`config.mk`:
```
export PLATFORM = sky130hd
export DESIGN_NAME = fir_shift_approx_param
export DESIGN_NICKNAME = d
export VERILOG_FILES = /design/src/rtl/fir_pkg.sv /design/src/rtl/approx_ks_adder.sv /design/src/rtl/fir_shift_approx_param.sv
export SDC_FILE = /design/constraint.sdc
export NUM_CORES = 1
export LEC_CHECK = 0
export ABC_AREA = 1
export CAP_MARGIN = 20
export CORE_AREA = 5 5 111 124
export DETAILED_ROUTE_END_ITERATION = 16
export DIE_AREA = 0 0 116 129
export PLACE_DENSITY_LB_ADDON = 0.25
export SYNTH_ARGS = -nofsm -noshare
export SYNTH_HDL_FRONTEND = slang
export SYNTH_SLANG_ARGS = --single-unit
```
`constraint.sdc`:
```
create_clock -name clk -period 13.7 [get_ports clk]
set_clock_uncertainty 0.15 [all_clocks]
set_input_delay 2.055 -clock clk [delete_from_list [all_inputs] [get_ports clk]]
set_output_delay 2.055 -clock clk [all_outputs]
set_load 0.05 [all_outputs]
```
`src/rtl/fir_pkg.sv`:
```
// fir_pkg: shared constants, tap-shift lookup and approximate-adder reference for the shift-and-add FIR
package fir_pkg;
   localparam int SW = 4;
   localparam logic [19:0] SHIFT_DEF = {4'd1, 4'd2, 4'd3, 4'd4, 4'd5};
   function automatic int unsigned shift_of(input logic [63:0] vec, input int i);
      return 32'(vec[SW*i +: SW]);
   endfunction
   // Low K bits take only their neighbour's generate; the upper part is a true add seeded by bit K-1
   function automatic logic [31:0] approx_add_ref(input logic [31:0] a, input logic [31:0] b,
                                                  input int w, input int k, input bit approx);
      logic [31:0] mw, lm, lo, hi, cin;
      mw = (32'd1 << w) - 32'd1;
      if (!approx || k == 0) return (a + b) & mw;
      lm = (32'd1 << k) - 32'd1;
      lo = ((a ^ b) ^ ((a & b) << 1)) & lm;
      cin = (a >> (k - 1)) & (b >> (k - 1)) & 32'd1;
      hi = ((a >> k) + (b >> k) + cin) << k;
      return (hi | lo) & mw;
   endfunction
endpackage

```
`src/rtl/approx_ks_adder.sv`:
```
// approx_ks_adder: W-bit Kogge-Stone adder whose K LSBs drop carry propagation when approx_en is set
module approx_ks_adder #(
   parameter int W = 16,
   parameter int K = 6
) (
   input  logic [W-1:0] a,
   input  logic [W-1:0] b,
   input  logic         approx_en,
   output logic [W-1:0] sum
);
   localparam int L = $clog2(W);
   logic [W-1:0] p;
   logic [W-2:0] g, pk;
   logic [W-2:0] gl [0:L];
   logic [W-2:0] pl [0:L];
   assign p = a ^ b;
   assign g = a[W-2:0] & b[W-2:0];
   genvar j, l;
   // Killing propagate below K turns the single prefix tree into the approximate carry chain
   for (j = 0; j < W - 1; j++) begin : g_pk
      assign pk[j] = (j < K) ? p[j] & ~approx_en : p[j];
   end
   assign gl[0] = g;
   assign pl[0] = pk;
   for (l = 0; l < L; l++) begin : g_lvl
      for (j = 0; j < W - 1; j++) begin : g_bit
         if (j >= (1 << l)) begin : g_op
            assign gl[l+1][j] = gl[l][j] | (pl[l][j] & gl[l][j-(1<<l)]);
            assign pl[l+1][j] = pl[l][j] & pl[l][j-(1<<l)];
         end else begin : g_pass
            assign gl[l+1][j] = gl[l][j];
            assign pl[l+1][j] = pl[l][j];
         end
      end
   end
   assign sum = p ^ {gl[L], 1'b0};
endmodule

```
`src/rtl/fir_shift_approx_param.sv`:
```
// fir_shift_approx_param: parametrised power-of-two-tap FIR built from a chain of approximate KS adders
module fir_shift_approx_param
   import fir_pkg::*;
#(
   parameter int                    W         = 16,
   parameter int                    NTAPS     = 5,
   parameter logic [SW*NTAPS-1:0]   SHIFT_VEC = SHIFT_DEF,
   parameter int                    K         = 6
) (
   input  logic         clk,
   input  logic         rst,
   input  logic [W-1:0] x,
   input  logic         in_valid,
   input  logic         approx_en,
   input  logic         flush,
   output logic [W-1:0] dataout,
   output logic         out_valid,
   output logic         primed
);
   localparam int CW = $clog2(NTAPS);
   logic [W-1:0] d   [1:NTAPS-1];
   logic [W-1:0] tap [0:NTAPS-1];
   logic [W-1:0] m   [0:NTAPS-1];
   logic [W-1:0] s   [0:NTAPS-1];
   logic [CW-1:0] cnt;
   assign tap[0] = x;
   genvar j;
   for (j = 1; j < NTAPS; j++) begin : g_tap
      assign tap[j] = d[j];
   end
   for (j = 0; j < NTAPS; j++) begin : g_term
      assign m[j] = tap[j] >> shift_of(64'(SHIFT_VEC), j);
   end
   assign s[0] = m[0];
   for (j = 1; j < NTAPS; j++) begin : g_add
      approx_ks_adder #(.W(W), .K(K)) u_add (
         .a         (s[j-1]),
         .b         (m[j]),
         .approx_en (approx_en),
         .sum       (s[j])
      );
   end
   always_ff @(posedge clk or negedge rst) begin
      if (!rst) begin
         for (int i = 1; i < NTAPS; i++) d[i] <= '0;
         dataout   <= '0;
         out_valid <= 1'b0;
         primed    <= 1'b0;
         cnt       <= '0;
      end else if (flush) begin
         for (int i = 1; i < NTAPS; i++) d[i] <= '0;
         dataout   <= '0;
         out_valid <= 1'b0;
         primed    <= 1'b0;
         cnt       <= '0;
      end else begin
         out_valid <= in_valid;
         if (in_valid) begin
            d[1] <= x;
            for (int i = 2; i < NTAPS; i++) d[i] <= d[i-1];
            dataout <= s[NTAPS-1];
            cnt     <= (cnt == CW'(NTAPS - 1)) ? cnt : cnt + 1'b1;
            primed  <= primed | (cnt == CW'(NTAPS - 1));
         end
      end
   end
endmodule

```
==> results.md, run 1 <==
* Status: complete, no violations
* Pin count of the biggest net entering global routing at 63
* Synth Cell Area at slightly above 0.006 sq mm
* RSZ-0062 raised after global routing: false
* Endpoint of the worst hold path: dataout[9]$_DFFE_PN0P_
* Initial antenna violation count at 0
* Least-Margin Pin Slew at around 830 ps
* Worst Hold Class: reg -> reg
* Post-synth ARST share at 100%
* Setup violations, final at 0
* Die area at between 0.01 and 0.015 sq mm
* Most used DFF post-synth: dfrtp_1
* DRT iter0 DRCs at 219
* Share of layout cells above drive strength 1 at between 5 and 6%
* CTS tree: built
* Vias at 5217
* Resize count post-CTS at 0
* Layout Nets at 939
* Hold Fails Final Rpt at 0
* Gr usage total at 19.6%
* FF+latch count, synth at 81
* Normalized max-slew margin at 44.5%
* Die width at 116 um
* Clk slew on worst S/H paths at 50 ps
* Setup bufs post-CTS at 0
* Routed length per instance at 13.0 um
* Final Cycle Share at 52.7%
* Avg Cell Area, Syn at 7.29 sq um
* TritonCTS buffer count at 9
* CP Launch Type: input port
* Reg2Reg Depth at 27
* Hold_ws at ~320 ps
* RD Place Congestion at 0.909
* Reg2Reg Setup Slack at 8290 ps
* Vias in the first global route at 5356
* Static Leak at 3.52 nW
* CTS Hold Buffers Added at 0
* Synth cell types at 40
* Max clock buf depth at 2
* Worst setup margin at about 6500 ps
* Total power at between 700 and 800 uW
* Vias/cell at around 5.1
* Mapped Cells at roughly 830
* Area added between synthesis and finish at 12.9%
* Dpl cells at 1007
* WP data arrival at around 7300 ps
* Max VDD drop at between 50 and 60 uV
* H-tree lvl count at 3
* Clock latency at the later pin of the worst-skew pair at 350 ps
* Post-route ant nets at 0
* Seq/Total Area, Yosys at approximately a third
* Clk sink count at 81
* Final Max Tran Viols at 0
* Crit. End Element: flop
* Residual DRC at 0
* WS Path Type: in -> reg
* Max-cap violations at 0
* Starting Density at 48.7%
* Pre-CTS setup slack at approximately 6200 ps
* Pwr Density at slightly above 100 mW/mm^2
* Crit path max fanout at 5
* Post-synth EDFFs at 0
* FP Rows at 43
* First-pass GRT wire length at 23500 um
* WP data required at 13780 ps
* ANT cells at 0
* Reg-to-Reg Start: d[53]$_DFFE_PN0P_
* Core ar. at 0.0124 sq mm
* Die Y at 129 um
* Filler cell count at 1217
* Root cell of the clock tree: clkbuf_16
* Final cell count without fillers at 1022
* Routed Wire Length at 13300 um
* R2r endpoint: dataout[11]$_DFFE_PN0P_
* IO Pins at 39
* Hold_sp: dataout[9]$_DFFE_PN0P_
* Worst hold stages at 2
* Maximum clock rate at 139 MHz
* GR Overflow Total at 0
* Drt pass-1 iters at 4
* I/O Buffers at 37
* Post-Syn Nets at a little over 900
* Crit path time final at around 7200 ps
* Setup_tns at 0 ps
* Number of synthesis warnings at 0
* Final HPWL DP at 10000 um
area by class of cell:
class / count / area, sq um / area share (%)
clock buffer: 13 / 260 / 3.82
clock inverter: 2 / 37.5 / 0.551
inverter: 144 / 546 / 8.01
multi-input combinational: 585 / 3360 / 49.3
sequential: 81 / 2030 / 29.8
tap: 157 / 196 / 2.88
timing repair buffer: 40 / 390 / 5.73
power by group:
| part | internal (mW) | switching (mW) |
|---|---|---|
| Sequential | 0.250 | 0.00524 |
| Clock | 0.150 | 0.0947 |
| Combinational | 0.0701 | 0.134 |
| Total | 0.470 | 0.234 |
cell usage after synthesis, types with 2 or more instances:
cell | count | area, sq um
nand2_1 | 214 | 803
inv_1 | 138 | 518
dfrtp_1 | 81 | 2030
ha_1 | 57 | 713
nand3_1 | 56 | 280
nor2_1 | 47 | 176
o21ai_0 | 45 | 225
o22ai_1 | 30 | 188
xor2_1 | 28 | 245
a21oi_1 | 27 | 135
clkbuf_1 | 11 | 41.3
nand4_1 | 9 | 56.3
o21ai_1 | 9 | 45.0
o21bai_1 | 9 | 67.6
a31oi_1 | 8 | 50.1
nor3_1 | 8 | 40.0
buf_2 | 4 | 20.0
inv_2 | 4 | 15.0
nor2_4 | 4 | 45.0
a21o_1 | 3 | 22.5
nand2_4 | 3 | 33.8
nand3_2 | 3 | 30.0
nor2_2 | 3 | 18.8
o21ai_2 | 3 | 26.3
xnor2_1 | 3 | 26.3
a21oi_2 | 2 | 17.5
and2_1 | 2 | 12.5
buf_6 | 2 | 22.5
nand3b_1 | 2 | 15.0
o21bai_2 | 2 | 22.5
o31ai_1 | 2 | 15.0
routing by layer:
layer / vias to the layer above / share of wire (%) / global-route usage (%)
met5: - / 0 / 0
met4: 0 / 3.4 / 10.4
met3: 36 / 3.1 / 2.54
met2: 99 / 50 / 34.7
met1: 2331 / 44 / 22.7
li1: 2751 / - / -
layout by cell type (no fill, tap or decap), drive strengths merged:
cell           instances
nand2                218
inv                  143
dfrtp                 81
nand3                 59
ha                    57
o21ai                 57
nor2                  54
clkdlybuf4s50         36
o22ai                 30
a21oi                 29
xor2                  28
clkbuf                13
o21bai                11
nand4                  9
nor3                   8
a31oi                  8
buf                    4
a21o                   4
xnor2                  3
nand3b                 2
o31ai                  2
and2                   2
o21a                   1
or2                    1
clkinv                 1
a211oi                 1
a22o                   1
clkinvlp               1
bufinv                 1
cell families (layout without fill, tap and decap cells):
group | count (synthesis) | after routing | share of synthesized area, %
and+or+nand+nor | 353 | 353 | 25.3
buffers and inverters | 162 | 199 | 10.8
AOI/OAI and AO/OA | 144 | 144 | 14.0
DFF | 81 | 81 | 33.6
adders and majority gates | 57 | 57 | 11.8
xor gates and xnor gates | 31 | 31 | 4.50
worst max-delay path, stage by stage:
cell and delay (ps):
clkdlybuf4s50_1 450, ha_1 360, nand2_1 80, o21ai_0 440, a21o_2 250, nand2_1 60
nand2_1 70, xor2_1 160, ha_1 280, inv_1 150, o21bai_1 120, a31oi_1 180
nand3_1 190, xor2_1 210, ha_1 330, inv_1 80, o21bai_1 90, a31oi_1 200
nand3_1 180, xor2_1 190, ha_1 380, nand2_1 120, nor2_1 240, nand4_1 170
nand3_1 110, nand2_1 50, nand3_1 60, nand2_1 50
worst max path at each step:
stage | start | end | slack, ps | depth (start not counted)
CTS | x[6] | dataout[11]$_DFFE_PN0P_ | 6580 | 28
global route | approx_en | dataout[14]$_DFFE_PN0P_ | 6120 | 33
finish | x[6] | dataout[11]$_DFFE_PN0P_ | 6480 | 28
global placement | approx_en | dataout[11]$_DFFE_PN0P_ | 6260 | 28
detailed placement | x[6] | dataout[11]$_DFFE_PN0P_ | 6240 | 28
floorplan | x[6] | dataout[14]$_DFFE_PN0P_ | 7490 | 33
stage by stage:
stage	instance area [sq um]	utilization, %
3_3_place_gp	6520	52.6
4_1_cts	6810	55.1
3_5_place_dp	6520	52.6
6_report	6810	55.1
5_1_grt	6810	55.1
2_1_floorplan	6030	-
registers in the layout, summed over array words and instances, names as in the netlist:
| signal | cells |
|---|---|
| dataout | 16 |
| primed | 1 |
| out_valid | 1 |
| d | 60 |
| cnt | 3 |
(Power assumes the default switching activity.)
==> run 2, diff against run 1 <==
- clock period: 13.7 -> 7.5 ns (I/O delays scaled with it)
==> run 2 against run 1 <==
Die area unchanged. Non-clock buffer count unchanged. Global-route usage decreased by 0.38 points. Combinational power increased by 83%. Critical path depth unchanged. Final area about the same. Flip-flop and latch count unchanged. Count of clock-buffer cells in the layout decreased by 1. Sequential share of layout area about the same. Via count decreased by 0.17%. Cell count unchanged. Wire length decreased by 0.61%.
==> results.md, run 2 (same netlist as run 1, synthesis figures left out) <==
* Status: complete, no violations
* Die width at 116 um
* Core ar. at 0.0124 sq mm
* Comb pwr share at 29.0%
* I/O Buffers at 37
* Residual DRC at 0
* Commonest non-fill, non-tap cells in the layout: 214 x nand2_1, 138 x inv_1, 81 x dfrtp_1, 57 x ha_1, 56 x nand3_1
* Die Y at 129 um
* Resize count post-CTS at 0
* Gr usage total at 19.2%
* Normalized max-slew margin at 46.5%
* Final HPWL DP at about 10000 um
* Routed Wire Length at 13200 um
* Final Max Tran Viols at 0
* RD Place Congestion at 0.909
* Clk slew on worst S/H paths at 60 ps
* CP Buf/Inv Count at 4
* CTS Hold Buffers Added at 0
* Int Power at 858 uW
* Reg2Reg Depth at 27
* Share of layout cells above drive strength 1 at 5.20%
* Routed length per instance at 12.9 um
* Starting Density at 48.7%
* Largest Register: d
* Crit. End Element: flop
* Area added between synthesis and finish at 12.9%
* Hold Fails Final Rpt at 0
* IO Pins at 39
* Crit-path leading delay family: simple AND/OR/NAND/NOR gates
* Most frequent CP cell: nand2_1
* Commonest non-fill, non-tap cell in the layout: nand2_1
* WP data required at between 7000 and 8000 ps
* First-pass GRT wire length at approximately 23000 um
* Clock latency at the later pin of the worst-skew pair at approximately 350 ps
* CTS tree: built
* Reg2Reg Setup Slack at 2240 ps
* Vias at 5208
* H-tree lvl count at 3
* Slowest cell on crit path: clkdlybuf4s50_1
* Largest stage delay on the critical path at 680 ps
* Drt pass-1 iters at 4
* Endpoint of the worst hold path: dataout[11]$_DFFE_PN0P_
* Flop pwr share at 36.3%
* Die area at 0.0150 sq mm
* GR Overflow Total at 0
* Clock network fraction of design power at 34.7%
* Pin count of the biggest net entering global routing at 62
* Layout Nets at 939
* Crit path max fanout at 24
* Worst hold stages at 2
* CP Launch Point: approx_en
* Clk sink count at 81
* CP Launch Type: input port
* WS Path Type: in -> reg
* Vias/cell at 5.10
* Worst Hold Class: reg -> reg
* Max-cap violations at 0
* Root cell of the clock tree: clkbuf_16
* Setup bufs post-CTS at 0
* Vias in the first global route at 5255
* Max VDD drop at 117 uV
* Biggest regs: d x60, dataout x16, cnt x3
* Initial antenna violation count at 0
* Setup violations, final at 0
* Crit path time final at 6140 ps
* FP Rows at 43
* TritonCTS buffer count at 9
* NetSw at 426 uW
* Hold_sp: dataout[11]$_DFFE_PN0P_
* ANT cells at 0
* Static Leak at 3.53 nW
* Maximum clock rate at 163 MHz
* Max reg flops at 60
* RSZ-0062 raised after global routing: false
* WP data arrival at 6220 ps
* Filler cell count at 1240
* Final Cycle Share at 81.8%
* Max clock buf depth at 2
* Dpl cells at 1007
* Least-Margin Pin Slew at 801 ps
* Setup_tns at 0 ps
* Sw Ratio at 33.2%
* Final cell count without fillers at 1022
* Post-route ant nets at 0
* DRT iter0 DRCs at 210
* Reg-to-Reg Start: d[53]$_DFFE_PN0P_
* R2r endpoint: dataout[11]$_DFFE_PN0P_
* Pwr Density at 188 mW/mm^2
run 2: how the worst max path moves through the flow:
| stage | cells after the start | slack, ps | to |
|---|---|---|---|
| after floorplan | 33 | 2220 | dataout[14]$_DFFE_PN0P_ |
| after global placement | 28 | 1060 | dataout[11]$_DFFE_PN0P_ |
| after detailed placement | 29 | 1060 | dataout[11]$_DFFE_PN0P_ |
| after CTS | 29 | 1410 | dataout[11]$_DFFE_PN0P_ |
| after global routing | 33 | 800 | dataout[14]$_DFFE_PN0P_ |
| final | 28 | 1360 | dataout[11]$_DFFE_PN0P_ |
run 2: per-layer routing:
layer	share of wire [%]	track usage [%]	routed length, um	vias up
met4	2.9	8.81	380	0
met3	3.0	2.73	395	26
met5	0	0	0	-
met2	50	34.5	6580	84
li1	-	-	-	2750
met1	44	22.3	5870	2348
run 2: per-stage QoR:
step                      hold WS [ps]  utilization [%]  power [mW]  area (sq um)  worst slack (ps)
after floorplan                    309                -       0.750          6030              2220
after global placement             311             52.6       0.842          6520              1060
after detailed placement           314             52.6       0.846          6520              1060
after CTS                          330             55.0        1.30          6810              1410
after global routing               344             55.0        1.37          6810               795
final                              324             55.0        1.28          6810              1360
run 2: power by group through the flow:
stage | registers, mW | logic [mW] | clock network (mW)
final | 0.466 | 0.373 | 0.445
after global routing | 0.468 | 0.420 | 0.479
after CTS | 0.466 | 0.374 | 0.460
after detailed placement | 0.474 | 0.372 | 0
after global placement | 0.473 | 0.369 | 0
after floorplan | 0.507 | 0.243 | 0
run 2: area by class of cell:
type	count	area, sq um	share of cell area [%]
Clock buffer	12	256	3.77
Sequential cell	81	2030	29.8
Tap cell	157	196	2.88
Inverter	144	546	8.01
Timing Repair Buffer	40	390	5.73
Clock inverter	3	40.0	0.588
Multi-Input combinational cell	585	3360	49.3
run 2: worst register-to-register path: stages (launching register included):
cell and delay (ps):
dfrtp_1 380, ha_1 330, nand2_1 80, o21ai_0 400, a21o_2 250, nand2_1 60
nand2_1 70, xor2_1 160, ha_1 270, inv_1 150, o21bai_1 130, a31oi_1 170
nand3_1 170, xor2_1 200, ha_1 330, inv_1 80, o21bai_1 90, a31oi_1 180
nand3_1 160, xor2_1 180, ha_1 380, nand2_1 120, nor2_1 240, nand4_1 170
nand3_1 120, nand2_1 50, nand3_1 70, nand2_1 50
==> run 3, diff against run 2 <==
- clock period: 7.5 -> 5.12 ns (I/O delays scaled with it)
==> run 3 against run 2 <==
Sequential share of layout area shrank 5.3 points. Critical path depth grew 2. Utilization grew 12 points. Final area grew 22%. Die area is the same. Largest cell class unchanged. Highest routed layer unchanged.
==> results.md, run 3 (same netlist as run 1, synthesis figures left out) <==
* Vias/cell at 5.11
* Vias in the first global route at around 5800
* First-pass GRT wire length at about 25000 um
* Most frequent CP cell: nand2_1
* WP data arrival at 5000 ps
* Status: complete, no violations
* FP Rows at 43
* Comb pwr share at 39.5%
* GR Overflow Total at 0
* Clk slew on worst S/H paths at 60 ps
* CTS tree: built
* Share of layout cells above drive strength 1 at 26.9%
* Flop pwr share at 31.9%
* Drt pass-1 iters at 4
* CP Launch Point: x[7]
* Pwr Density at 259 mW/mm^2
* Hold Fails Final Rpt at 0
* Max clock buf depth at 2
* Final Max Tran Viols at 0
* RD Place Congestion at approximately 0.91
* Initial antenna violation count at 0
* Routed Wire Length at 15300 um
* DRT iter0 DRCs at 253
* Least-Margin Pin Slew at 817 ps
* Reg-to-Reg Start: d[55]$_DFFE_PN0P_
* Worst setup margin at between 200 and 250 ps
* Largest Register: d
* Pre-CTS setup slack at -591 ps
* Total power at ~2.1 mW
* Die width at 116 um
* Root cell of the clock tree: clkbuf_16
* Final Cycle Share at between 90% and 100%
* Int Power at 1.41 mW
* Setup_tns at 0 ps
* Clock network fraction of design power at 28.6%
* Static Leak at 4.25 nW
* Crit path time final at around 4900 ps
* Pin count of the biggest net entering global routing at a little under 50
* Biggest regs: d x60, dataout x16, cnt x3
* Maximum clock rate at 204 MHz
* Sw Ratio at between 30 and 40%
* Crit path max fanout at 4
* WS Path Type: in -> reg
* CP Launch Type: input port
* Clk sink count at 81
* Die Y at ~130 um
* Vias at 5857
* Layout Nets at approximately 1100
* Gr usage total at 20.8%
* Die area at 0.0150 sq mm
* I/O Buffers at 37
* Core ar. at 0.0124 sq mm
* NetSw at 734 uW
* Max VDD drop at 135 uV
* H-tree lvl count at 3
* WP data required at 5210 ps
* Starting Density at 48.7%
* Commonest non-fill, non-tap cell in the layout: nand2_1
* Post-route ant nets at 0
* Worst Hold Class: in -> async
* Routed length per instance at 13.3 um
* Crit. End Element: flop
* Residual DRC at 0
* Max-cap violations at 0
* TritonCTS buffer count at 9
* Max reg flops at 60
* Commonest non-fill, non-tap cells in the layout: 195 x nand2_1, 130 x inv_1, 127 x buf_4, 81 x dfrtp_1, 50 x nand3_1
* Normalized max-slew margin at 45.4%
* Post-place instance area at 0.00727 sq mm
* Final HPWL DP at 10600 um
* CTS Hold Buffers Added at 0
* ANT cells at 0
* Area added between synthesis and finish at 37.6%
* Clock latency at the later pin of the worst-skew pair at 350 ps
* IO Pins at 39
* Slowest cell on crit path: ha_1
* Largest stage delay on the critical path at 380 ps
* Setup violations, final at 0
* Final Instance Area at 0.00830 sq mm
==> run 3: cell types whose count changed in the layout (fill, tap and decap cells not counted), moves of 9 or more <==
cell	change
nand2_1	-19
nor2_2	+11
nand2_2	+17
buf_4	+123
ha_1	-20
nor2_1	-16
ha_4	+18
a21oi_1	-9
clkdlybuf4s50_1	-11
dlymetal6s2s_1	+9
==> run 3: critical path: cells and delay by family <==
family / cells / cell delay, ps
fa+ha+maj: 4 / 1330
compound gates: 5 / 630
buf+inv: 5 / 700
simple gates: 13 / 1080
xor+xnor: 3 / 480
==> run 3: layer usage <==
layer / routed length [um] / up-vias / share of wire [%] / global-route usage (%)
li1: - / 3005 / - / -
met1: 6340 / 2719 / 41 / 23.4
met2: 8010 / 93 / 52 / 37.9
met3: 390 / 40 / 2.5 / 2.40
met4: 558 / 0 / 3.6 / 11.1
met5: 0 / - / 0 / 0
==> run 3: area by class of cell <==
cell class,count,area (sq um)
fill,1062,4070
inverter,144,546
tap,157,196
timing repair buffer,163,1330
sequential,81,2030
multi-input combinational,585,3930
clock inverter,2,12.5
clock buffer,14,264
==> run 3: stage by stage <==
| step | cells | utilization [%] | hold WS (ps) |
|---|---|---|---|
| 6_report | 1146 | 67.1 | 229 |
| 5_1_grt | 1146 | 67.1 | 272 |
| 4_1_cts | 1130 | 62.7 | 234 |
| 3_5_place_dp | 1108 | 58.8 | 315 |
| 3_3_place_gp | 1108 | 58.8 | 312 |
| 2_1_floorplan | 828 | - | 309 |
==> run 3: repair_timing <==
item                                    CTS  global route
endpoints found under the setup margin    7            11
resized for setup                        31            96
cloned                                    0             0
buffers inserted                          6            16
pin swaps                                18            53
==> run 3: power groups by stage <==
stage	registers, mW	clock network [mW]	logic (mW)
floorplan	0.742	0	0.356
global placement	0.693	0	0.675
detailed placement	0.694	0	0.683
CTS	0.683	0.630	0.727
global route	0.688	0.656	0.927
finish	0.685	0.614	0.847
==> run 3: final timing paths <==
path	to	slack, ps	depth (start not counted)
max in group asynchronous	d[17]$_DFFE_PN0P_	3620	2
min in group clk	dataout[9]$_DFFE_PN0P_	330	2
setup reg to reg	dataout[11]$_DFFE_PN0P_	340	29
setup / recovery	dataout[11]$_DFFE_PN0P_	210	30
hold / removal	cnt[2]$_DFFE_PN0P_	230	1
hold reg to reg	dataout[9]$_DFFE_PN0P_	330	2
